### config.mk
export PLATFORM = sky130hd
export DESIGN_NAME = mem_arbiter
export DESIGN_NICKNAME = d
export VERILOG_FILES = /design/src/rtl/mem_arbiter.sv
export SDC_FILE = /design/constraint.sdc
export NUM_CORES = 1
export LEC_CHECK = 0
export BUFFER_PORTS_ARGS = -buffer_cell sky130_fd_sc_hd__buf_2
export CELL_PAD_IN_SITES_DETAIL_PLACEMENT = 0
export CELL_PAD_IN_SITES_GLOBAL_PLACEMENT = 1
export CORE_ASPECT_RATIO = 1.2
export CORE_MARGIN = 2
export CORE_UTILIZATION = 33
export CTS_BUF_LIST = sky130_fd_sc_hd__clkbuf_4 sky130_fd_sc_hd__clkbuf_8
export DETAILED_ROUTE_END_ITERATION = 12
export GPL_ROUTABILITY_DRIVEN = 0
export GPL_TIMING_DRIVEN = 0
export PLACE_DENSITY = 0.93
export SYNTH_ARGS = -nofsm -noshare
export SYNTH_HDL_FRONTEND = slang
export SYNTH_SLANG_ARGS = --single-unit
export TNS_END_PERCENT = 1
### constraint.sdc
create_clock -name clk -period 3.19 [get_ports clk]
set_input_delay 0.319 -clock clk [delete_from_list [all_inputs] [get_ports clk]]
set_output_delay 0.319 -clock clk [all_outputs]
set_load 0.02 [all_outputs]
### src/rtl/mem_arbiter.sv
// -----------------------------------------------------------------------------
// mem_arbiter
//   Shares one physical memory port between the instruction-side (i_*) and
//   data-side (d_*) requesters. One transaction is in flight at a time. When
//   both sides request together, round-robin picks the winner. The winner's
//   command is registered onto pmem_*, and pmem_resp is routed back to the
//   granted side in the same cycle.
//
// Ports
//   clk, rst            : clock, asynchronous active-low reset
//   i_read/i_write      : instruction-side request strobes
//   i_byte_enable/i_address/i_wdata : instruction-side operands
//   i_resp/i_rdata      : instruction-side completion pulse / read data
//   d_*                 : data side, same as i_*
//   pmem_read/pmem_write/pmem_byte_enable/pmem_address/pmem_wdata :
//                         registered command to physical memory
//   pmem_resp/pmem_rdata: physical memory completion / read data
//   protocol_err        : sticky, a granted request had read and write both set
//   timeout_err         : sticky, a granted request waited TIMEOUT cycles
// -----------------------------------------------------------------------------
module mem_arbiter #(
    parameter int ADDR_W  = 32,
    parameter int DATA_W  = 32,
    parameter int TIMEOUT = 1024
) (
    input  logic                clk,
    input  logic                rst,
    input  logic                i_read,
    input  logic                i_write,
    input  logic [DATA_W/8-1:0] i_byte_enable,
    input  logic [ADDR_W-1:0]   i_address,
    input  logic [DATA_W-1:0]   i_wdata,
    output logic                i_resp,
    output logic [DATA_W-1:0]   i_rdata,
    input  logic                d_read,
    input  logic                d_write,
    input  logic [DATA_W/8-1:0] d_byte_enable,
    input  logic [ADDR_W-1:0]   d_address,
    input  logic [DATA_W-1:0]   d_wdata,
    output logic                d_resp,
    output logic [DATA_W-1:0]   d_rdata,
    output logic                pmem_read,
    output logic                pmem_write,
    output logic [DATA_W/8-1:0] pmem_byte_enable,
    output logic [ADDR_W-1:0]   pmem_address,
    output logic [DATA_W-1:0]   pmem_wdata,
    input  logic                pmem_resp,
    input  logic [DATA_W-1:0]   pmem_rdata,
    output logic                protocol_err,
    output logic                timeout_err
);

    localparam int BE_W  = DATA_W / 8;
    // A zero TIMEOUT disables the check; keep the counter one bit wide then.
    localparam int CNT_W = (TIMEOUT > 0) ? $clog2(TIMEOUT + 1) : 1;
    localparam logic [CNT_W-1:0] TO_VAL = CNT_W'(TIMEOUT);

    typedef enum logic {ST_IDLE, ST_BUSY} state_t;

    state_t           r_state;
    logic             r_last_d;   // 1: last contended grant went to D
    logic             r_gnt_d;    // 1: current grant belongs to D
    logic [CNT_W-1:0] r_wait;

    logic              w_i_req, w_d_req, w_pick_d;
    logic              w_sel_rd, w_sel_wr;
    logic [BE_W-1:0]   w_sel_be;
    logic [ADDR_W-1:0] w_sel_addr;
    logic [DATA_W-1:0] w_sel_wdata;

    assign w_i_req  = i_read | i_write;
    assign w_d_req  = d_read | d_write;
    // D wins when it is alone, or when both request and I won last time.
    assign w_pick_d = w_d_req & (~w_i_req | ~r_last_d);

    assign w_sel_rd    = w_pick_d ? d_read        : i_read;
    assign w_sel_wr    = w_pick_d ? d_write       : i_write;
    assign w_sel_be    = w_pick_d ? d_byte_enable : i_byte_enable;
    assign w_sel_addr  = w_pick_d ? d_address     : i_address;
    assign w_sel_wdata = w_pick_d ? d_wdata       : i_wdata;

    // Completion goes only to the granted side and only while BUSY, so a
    // stray pmem_resp in IDLE never reaches a requester.
    assign i_resp  = (r_state == ST_BUSY) & pmem_resp & ~r_gnt_d;
    assign d_resp  = (r_state == ST_BUSY) & pmem_resp &  r_gnt_d;
    assign i_rdata = pmem_rdata;
    assign d_rdata = pmem_rdata;

    always_ff @(posedge clk or negedge rst) begin
        if (!rst) begin
            r_state          <= ST_IDLE;
            r_last_d         <= 1'b1;
            r_gnt_d          <= 1'b0;
            r_wait           <= '0;
            pmem_read        <= 1'b0;
            pmem_write       <= 1'b0;
            pmem_byte_enable <= '0;
            pmem_address     <= '0;
            pmem_wdata       <= '0;
            protocol_err     <= 1'b0;
            timeout_err      <= 1'b0;
        end else begin
            case (r_state)
                ST_IDLE: begin
                    if (w_i_req | w_d_req) begin
                        r_gnt_d <= w_pick_d;
                        // Pointer only moves when there was a real contest.
                        if (w_i_req & w_d_req)
                            r_last_d <= w_pick_d;
                        // Read+write together is issued as a write.
                        pmem_write       <= w_sel_wr;
                        pmem_read        <= w_sel_rd & ~w_sel_wr;
                        pmem_byte_enable <= w_sel_be;
                        pmem_address     <= w_sel_addr;
                        pmem_wdata       <= w_sel_wdata;
                        if (w_sel_rd & w_sel_wr)
                            protocol_err <= 1'b1;
                        r_wait  <= '0;
                        r_state <= ST_BUSY;
                    end
                end
                ST_BUSY: begin
                    if (pmem_resp) begin
                        pmem_read  <= 1'b0;
                        pmem_write <= 1'b0;
                        r_wait     <= '0;
                        r_state    <= ST_IDLE;
                    end else if ((TIMEOUT != 0) && (r_wait != TO_VAL)) begin
                        // Saturating wait count; flag on the edge it hits TIMEOUT.
                        r_wait <= r_wait + CNT_W'(1);
                        if (r_wait == TO_VAL - CNT_W'(1))
                            timeout_err <= 1'b1;
                    end
                end
                default: r_state <= ST_IDLE;
            endcase
        end
    end

endmodule

==> impl_metrics.toml, run 1 <==
[cts]
clk_path_buf_depth = 2
cts_buffers = 9
clk_transition_reported_paths_ps = 90
hold_buffers = 1
cts_resized = 0
tritoncts = "done"
clk_latency_ps = 350
cts_root_buf = "clkbuf_8"
cts_max_level = 3
clock_sinks = 86
postCtsSetupRepairBufs = 0

[logic_synthesis]
synth_simple_gate_area_share_pct = 12.2
synthAdderAreaFrac_pct = 0.537
synth_xor_xnor_area_share_pct = 0.188
synth_edf_count = 0
synth.yosys.warnings = 0
ys.flop_type = "dfrtp_1"
synth.ff_latch_count = 86
synth_top_family_by_area = "multiplexers"
synth_top_area_share_pct = 45.6
async_flop_share_pct = 100
synth.distinct_cells = 39
synth_compound_area_share_pct = 12.3
synthMuxAreaShare_pct = 15.0
netlist_area_mm2 = 0.00466
synth.most_common_cell = "dfrtp_1"
syn_nets = 644
syn-mean-instance-area_um2 = 9.99
netlist.top_cell.by_area = "dfrtp_1"
synthTopCellsByCount = "85 x dfrtp_1, 80 x nand2_1, 70 x buf_4, 70 x mux2i_1, 47 x o21ai_0"
synth_area_leaders = "dfrtp_1 46%, mux2i_1 15%, buf_4 11%"
netlist_instances = 467
seq_area_frac_synth_pct = 46.2

[sta]
slew-limit-headroom_pct = 62.9
finalMaxSlewViolations = 0
hold_viol = 0
timing.fmax_mhz = 479
clock_skew_ps = 7.00
setup_viol = 0
rsz0062_at_grt = "false"
worstMarginPinSlew_ps = 557
fin_setup_tns_ps = 0
fin_crit_sh_pct = 65.5
period_needed_ps = 2090

[setup_path]
end_kind = "flop"
start_kind = "flop"
r2r-end = "pmem_wdata[7]"
rrSetupSlack_ps = 1100
crit_fanout = 10
reg2reg_from = "r_last_d"
required_ps = 3430
cp.arrival_ps = 2330
crit_type = "flop to flop"
reg2reg_depth = 7

[global_route]
track_usage_pct = 17.5
grt_pass1_wl_um = 20900
grt_pass1_vias = 4241
antenna_found_initial = 1
overflow = 0
grt_max_degree = 48

[drt]
drc = 0
vias = 4248
wl_per_cell_um = 14.6
viasPerCell = 4.54
ant_nets = 0
drt_iter0_markers = 159
wl_um = 13700
dr.pass1.iters = 4

[run_status]
status = "completed"

[placed_design]
io_buffers = 280
dp_hpwl_um = 11100

[floorplanning]
die_w_um = 113
rows = 47
ios = 313
core_region_area_mm2 = 0.0138
dieArea_mm2 = 0.0151
initial_utilization_pct = 33.7
die_height_um = 134

[final_layout]
final_util_pct = 47.4
antenna_cells = 0
area_growth_pct = 40.4
final_nets = 937
drive_gt1_share_pct = 52.4
fill_cells = 1414

[power_and_ir_drop]
ir_worst_vdd_uv = 307
power_density_mw_per_mm2 = 815
power_leakage_nw = 3.59

[hold_path]
min_to = "pmem_address[30]"
holdCritStartpoint = "d_address[30]"
holdCritPathClass = "input pin to flop"
holdPathStages = 3

[job]
cap_violations = 0
==> sequential cells by signal (all words and copies together), names as in the netlist <==
signal,count
pmem_address,32
pmem_wdata,32
r_wait,11
pmem_byte_enable,4
pmem_read,1
pmem_write,1
protocol_err,1
r_gnt_d,1
r_last_d,1
r_state,1
timeout_err,1
==> worst max path at each step <==
| stage | start | end | slack, ps |
|---|---|---|---|
| floorplan | r_wait[2] | r_wait[3] | 1460 |
| global placement | rst | pmem_address[21] | 1010 |
| detailed placement | r_last_d | pmem_wdata[9] | 1050 |
| CTS | r_last_d | pmem_wdata[9] | 1050 |
| global route | r_last_d | pmem_wdata[9] | 900 |
| finish | r_last_d | pmem_wdata[7] | 1100 |
==> layout by cell type, fill, tap and decap left out, types with 2 or more instances in the layout <==
cell type / n
clkbuf_8: 10
a21boi_1: 6
o21ai_1: 31
clkinv_4: 2
or4_2: 5
nor3b_2: 2
nand2_1: 80
inv_1: 2
a21oi_1: 3
or4_4: 2
bufinv_16: 2
clkbuf_1: 4
nor2_1: 4
nand3_1: 4
mux2i_1: 70
nor2b_1: 2
ha_1: 2
nand2b_1: 4
dfrtp_1: 85
a21o_1: 3
and3_1: 2
nor3_1: 2
o31ai_1: 5
buf_2: 294
o21ai_0: 47
or2_2: 2
buf_4: 71
==> stage by stage <==
step | cell area [µm²] | power (mW) | cells | setup WS, ps | hold WS (ps)
after floorplan | 4660 | 3.54 | 467 | 1460 | 23.4
after global placement | 6280 | 4.48 | 918 | 1010 | 453
after detailed placement | 6310 | 4.55 | 919 | 1050 | 347
after CTS | 6550 | 5.43 | 936 | 1050 | 210
after global routing | 6550 | 5.74 | 936 | 904 | 232
final | 6550 | 5.33 | 936 | 1100 | 229
==> layout make-up <==
class | count | area, µm² | share of cell area, %
plain buffers | 90 | 627 | 9.58
well taps | 171 | 214 | 3.27
clock inverters | 5 | 82.6 | 1.26
inverters | 2 | 7.51 | 0.115
multi-input cells | 289 | 1880 | 28.7
repair buffers | 282 | 1440 | 22.0
clock buffers | 11 | 145 | 2.22
flip-flops and latches | 86 | 2150 | 32.9
==> power breakdown <==
part           total, mW  switching, mW  leakage [nW]  internal (mW)
sequential          1.81          0.249          1.07           1.56
clock              0.865          0.392         0.117          0.473
combinational       2.66           1.69          2.40          0.976
total               5.33           2.33          3.59           3.01
==> logic make-up after synthesis <==
kind of cell | count (synthesis)
xor gates and xnor gates | 1
and+or+nand+nor | 116
adders and majority gates | 2
DFF | 86
AOI/OAI and AO/OA | 100
buffers and inverters | 92
muxes | 70
==> layer usage <==
metal,vias up,track usage [%],routed length [µm]
met5,-,0,0
met4,0,4.34,160
met3,14,3.89,889
met2,179,31.4,7080
met1,1932,21.4,5580
li1,2123,-,-
==> critical path: stages, from the launching register on <==
cell and delay, ps:
dfstp_2 600, o21ai_0 120, o21ai_0 80, buf_2 220
buf_2 360, buf_4 290, mux2i_1 240, o21ai_1 80
Note: power is estimated with default switching activity, not from simulation.
==> run 2, diff against run 1 <==
--- a/config.mk
+++ b/config.mk
@@ -10,12 +10,12 @@
 export CELL_PAD_IN_SITES_GLOBAL_PLACEMENT = 1
 export CORE_ASPECT_RATIO = 1.2
 export CORE_MARGIN = 2
-export CORE_UTILIZATION = 33
+export CORE_UTILIZATION = 30
 export CTS_BUF_LIST = sky130_fd_sc_hd__clkbuf_4 sky130_fd_sc_hd__clkbuf_8
 export DETAILED_ROUTE_END_ITERATION = 12
 export GPL_ROUTABILITY_DRIVEN = 0
 export GPL_TIMING_DRIVEN = 0
-export PLACE_DENSITY = 0.93
+export PLACE_DENSITY = 0.86
 export SYNTH_ARGS = -nofsm -noshare
 export SYNTH_HDL_FRONTEND = slang
 export SYNTH_SLANG_ARGS = --single-unit
==> constraint.sdc (replaced) <==
create_clock -name clk -period 2 [get_ports clk]
set_input_delay 0.2 -clock clk [delete_from_list [all_inputs] [get_ports clk]]
set_output_delay 0.2 -clock clk [all_outputs]
set_load 0.02 [all_outputs]
==> impl_metrics.toml, run 2 (synthesis gave the netlist of run 1 again) <==
[sta]
setup_viol = 0
fin_crit_sh_pct = 93.7
slew-limit-headroom_pct = 60.8
period_needed_ps = 1870
rsz0062_at_grt = "true"
whs_ps = 99.0
finalMaxSlewViolations = 0
clock_skew_ps = 8.94
hold_viol = 0
worstMarginPinSlew_ps = 588
timing.fmax_mhz = 534

[cts]
clock_sinks = 86
clk_transition_reported_paths_ps = 90
cts_buffers = 9
postCtsSetupRepairBufs = 0
clk_path_buf_depth = 2
cts_max_level = 3
tritoncts = "done"
cts_root_buf = "clkbuf_8"
clk_latency_ps = 370

[floorplanning]
initial_utilization_pct = 30.9
die_w_um = 118
rows = 49
dieArea_mm2 = 0.0166
ios = 313
core_region_area_mm2 = 0.0151
die_height_um = 141

[global_route]
antenna_found_initial = 1
grt_pass1_wl_um = 21800
grt_max_degree = 46
overflow = 0
track_usage_pct = 16.7
grt_pass1_vias = 4280

[final_layout]
final_util_pct = 43.5
fin_area_mm2 = 0.00656
drive_gt1_share_pct = 52.8
final_common_cell = "buf_2"
final_nets = 937
area_growth_pct = 40.7
fill_cells = 1584
top_regs = "pmem_address x32, pmem_wdata x32, r_wait x11"
final_cell_mix = "292 x buf_2, 84 x dfrtp_1, 80 x nand2_1"

[setup_path]
crit_fanout = 10
crit_type = "flop to flop"
end_kind = "flop"
cp.arrival_ps = 2130
start_kind = "flop"
required_ps = 2250

[drt]
ant_nets = 0
wl_um = 13900
viasPerCell = 4.38
dr.pass1.iters = 4
routed-wl-met3_um = 1030
wl_met1_um = 5410
vias = 4251
drc = 0
top_layer = "met4"
routed-wl-met2_um = 7170
wl_per_cell_um = 14.3
drt_iter0_markers = 113

[placed_design]
dp_hpwl_um = 11200
io_buffers = 280
placed_cell_area_mm2 = 0.00635

[job]
cap_violations = 0

[power_and_ir_drop]
p_total_mw = 8.29
ir_worst_vdd_uv = 518
power_density_mw_per_mm2 = 1260
power_leakage_nw = 3.55

[run_status]
status = "completed"

[hold_path]
holdCritPathClass = "input pin to flop"
run 2: through the flow:
| step | setup WS [ps] | std cells | setup TNS, ps |
|---|---|---|---|
| 6_report | 126 | 970 | 0 |
| 5_1_grt | -39.2 | 969 | -110 |
| 4_1_cts | 50.9 | 969 | 0 |
| 3_5_place_dp | -226 | 952 | -2230 |
| 3_3_place_gp | -207 | 951 | -6970 |
| 2_1_floorplan | 269 | 467 | 0 |
run 2: metal layers:
layer  vias up  track usage (%)
met1      1926             18.8
met4         0             7.04
met3        19             4.61
met5         -                0
li1       2130                -
met2       176             29.7
run 2: report_power, final:
part / switching [mW] / internal [mW]
Clock: 0.639 / 0.478
Sequential: 0.407 / 2.49
Combinational: 2.70 / 1.58
run 2: layout make-up:
cell class | instances | area [µm²] | share of cell area [%]
antenna | 1 | 2.50 | 0.0381
buffer | 90 | 643 | 9.80
clock buffer | 10 | 138 | 2.10
clock inverter | 6 | 37.5 | 0.572
inverter | 2 | 7.51 | 0.114
multi-input combinational | 289 | 1880 | 28.7
sequential | 86 | 2150 | 32.8
tap | 204 | 255 | 3.89
timing repair buffer | 282 | 1440 | 22.0
run 2: final timing paths:
kind | start | slack [ps] | cells after the start | to
setup / recovery | r_wait[8] | 130 | 5 | r_wait[6]
hold / removal | d_wdata[6] | 100 | 3 | pmem_wdata[6]
setup reg to reg | r_wait[8] | 130 | 5 | r_wait[6]
hold reg to reg | protocol_err | 480 | 1 | protocol_err
max in group asynchronous | rst | 970 | 3 | r_last_d
min in group asynchronous | rst | 360 | 2 | r_wait[7]
run 2: repair_timing:
| action | 4_1_cts | 5_1_grt |
|---|---|---|
| gates resized for setup | 3 | 5 |
| hold endpoints to repair | 41 | 0 |
| endpoints found under the setup margin | 17 | 21 |
| pin swaps | 0 | 1 |
| hold buffers | 1 | 0 |
run 2: worst max-delay path, cell delays in order, from the launching register on:
cell	delay, ps
dfrtp_1	420
or4_4	570
nor4_4	390
buf_6	210
nor3b_2	60
mux2i_1	120
==> run 3, diff against run 2 <==
--- a/config.mk
+++ b/config.mk
@@ -5,6 +5,7 @@
 export SDC_FILE = /design/constraint.sdc
 export NUM_CORES = 1
 export LEC_CHECK = 0
+export ABC_AREA = 1
 export BUFFER_PORTS_ARGS = -buffer_cell sky130_fd_sc_hd__buf_2
 export CELL_PAD_IN_SITES_DETAIL_PLACEMENT = 0
 export CELL_PAD_IN_SITES_GLOBAL_PLACEMENT = 1
@@ -15,7 +16,7 @@
 export DETAILED_ROUTE_END_ITERATION = 12
 export GPL_ROUTABILITY_DRIVEN = 0
 export GPL_TIMING_DRIVEN = 0
-export PLACE_DENSITY = 0.86
+export PLACE_DENSITY = 0.89
 export SYNTH_ARGS = -nofsm -noshare
 export SYNTH_HDL_FRONTEND = slang
 export SYNTH_SLANG_ARGS = --single-unit
==> constraint.sdc (replaced) <==
create_clock -name clk -period 2 [get_ports clk]
set_input_delay 0.2 -clock clk [delete_from_list [all_inputs] [get_ports clk]]
set_output_delay 0.2 -clock clk [all_outputs]
set_load 0.1 [all_outputs]
==> impl_metrics.toml, run 3 <==
[sta]
slew-limit-headroom_pct = 62.1
clock_skew_ps = 13.4
hold_viol = 0
fin_setup_tns_ps = 0
worstMarginPinSlew_ps = 568
whs_ps = 79.4
setup_viol = 0
period_needed_ps = 1830
fin_crit_sh_pct = 91.6
timing.fmax_mhz = 546
finalMaxSlewViolations = 0
rsz0062_at_grt = "false"

[drt]
vias = 4835
drt_iter0_markers = 150
drc = 0
wl_um = 15800
ant_nets = 0
wl_per_cell_um = 14.6
viasPerCell = 4.46
dr.pass1.iters = 5

[final_layout]
top_regs = "pmem_address x32, pmem_wdata x32, r_wait x11"
seq_area_mm2 = 0.00215
fill_cells = 1683
area_growth_pct = 39.7
final_cell_mix = "284 x buf_2, 106 x nand2_1, 85 x dfrtp_1"
final_nets = 1048
drive_gt1_share_pct = 48.3
multi_input_area_mm2 = 0.00184
antenna_cells = 0
final_common_cell = "buf_2"

[placed_design]
dp_hpwl_um = 12300
io_buffers = 280

[logic_synthesis]
syn-mean-instance-area_um2 = 8.19
synth_area_leaders = "dfrtp_1 45%, buf_4 11%, nand2_1 8.4%"
async_flop_share_pct = 100
synth.yosys.warnings = 0
syn_nets = 755
synth.distinct_cells = 29
synth_edf_count = 0
seq_area_frac_synth_pct = 45.5
ys.flop_type = "dfrtp_1"
netlist_area_mm2 = 0.00473
netlist_instances = 578
synth_top_area_share_pct = 44.9
netlist.top_cell.by_area = "dfrtp_1"
synth.ff_latch_count = 86
synth.most_common_cell = "nand2_1"
synthTopCellsByCount = "106 x nand2_1, 85 x dfrtp_1, 82 x nor2_1"

[run_status]
status = "completed"

[cts]
clk_latency_ps = 370
clk_path_buf_depth = 2
tritoncts = "done"
clock_sinks = 86
cts_max_level = 3
cts_root_buf = "clkbuf_8"
cts_buffers = 9
clk_transition_reported_paths_ps = 90

[setup_path]
path_cells = "clkbuf_2 > nand2_1 > nor2_1 > clkbuf_4"
worst_path_largest_cell_delay_ps = 450
reg2reg_from = "r_state"
end_kind = "output port"
crit_fanout = 10
crit_start = "r_state"
required_ps = 1800
start_kind = "flop"
crit_type = "flop to output port"
cp.arrival_ps = 1630
slowest_stage = "dfrtp_1"

[hold_path]
holdCritStartpoint = "d_address[11]"
holdCritPathClass = "input pin to flop"

[floorplanning]
die_w_um = 119
initial_utilization_pct = 30.5
core_region_area_mm2 = 0.0155
rows = 50
ios = 313
die_height_um = 142
dieArea_mm2 = 0.0168

[job]
cap_violations = 0

[global_route]
grt_max_degree = 46
antenna_found_initial = 0
track_usage_pct = 18.4
grt_pass1_vias = 4679
overflow = 0
grt_pass1_wl_um = 24100
run 3: cell count changes after synthesis, moves of 6 or more:
cell      change
clkbuf_1     +11
mux2i_1      -70
inv_1        +14
o21ai_2      +28
a21boi_1      -6
buf_2         -8
nor2_1       +78
nand4_1       +6
nand2_1      +26
nand3_1       +6
o21ai_0      +25
o21ai_1      +20
run 3: what timing repair did:
action | in CTS | in global routing
pin swaps | 0 | 0
gates resized for setup | 1 | 3
hold buffers | 1 | 0
endpoints found under the hold margin | 41 | 0
buffers inserted | 0 | 0
endpoints found under the setup margin | 2 | 2
run 3: metrics by stage:
step / setup WS (ps) / utilization, % / area, µm² / cells
finish: 169 / 42.6 / 6610 / 1083
global route: 11.7 / 42.6 / 6610 / 1083
CTS: 19.8 / 42.6 / 6610 / 1083
detailed placement: 273 / 41.4 / 6420 / 1067
global placement: -120 / 41.2 / 6390 / 1066
floorplan: -272 / - / 4730 / 578
run 3: worst max-delay path, delay by kind of cell, from the launching register on:
family / cells / cell delay, ps
buffers and inverters: 2 / 610
DFF: 1 / 450
and+or+nand+nor: 2 / 190
run 3: cell type report:
type | instances | share of cell area, %
inverter | 22 | 1.29
clock buffer | 11 | 2.20
clock inverter | 4 | 0.360
buffer | 94 | 9.86
timing repair buffer | 282 | 21.9
multi-input combinational | 376 | 27.9
sequential | 86 | 32.6
tap | 208 | 3.94
run 3: routing by layer:
layer,routed length [µm],GRT usage [%]
met5,0,0
met1,6420,22.5
met4,223,5.39
met2,8130,32.3
met3,1000,4.46
run 3: final timing paths:
check | endpoint | depth (start not counted) | slack [ps]
max | i_resp | 4 | 170
min | pmem_address[11] | 3 | 80
max reg2reg | pmem_wdata[5] | 6 | 350
min reg2reg | protocol_err | 2 | 460
max in group asynchronous | r_last_d | 3 | 980
min in group asynchronous | pmem_wdata[6] | 2 | 360
run 3: cells by family (layout without fill, tap and decap cells):
group	Yosys count	in the layout	synth area share, %
fa+ha+maj	2	2	0.529
compound gates	156	156	19.2
flops	86	86	45.5
simple gates	218	218	19.2
buf+inv	116	413	15.5
Power of run 3 is not shown: default switching activity piles up to over one toggle a cycle in this logic, so the estimate is an artifact.
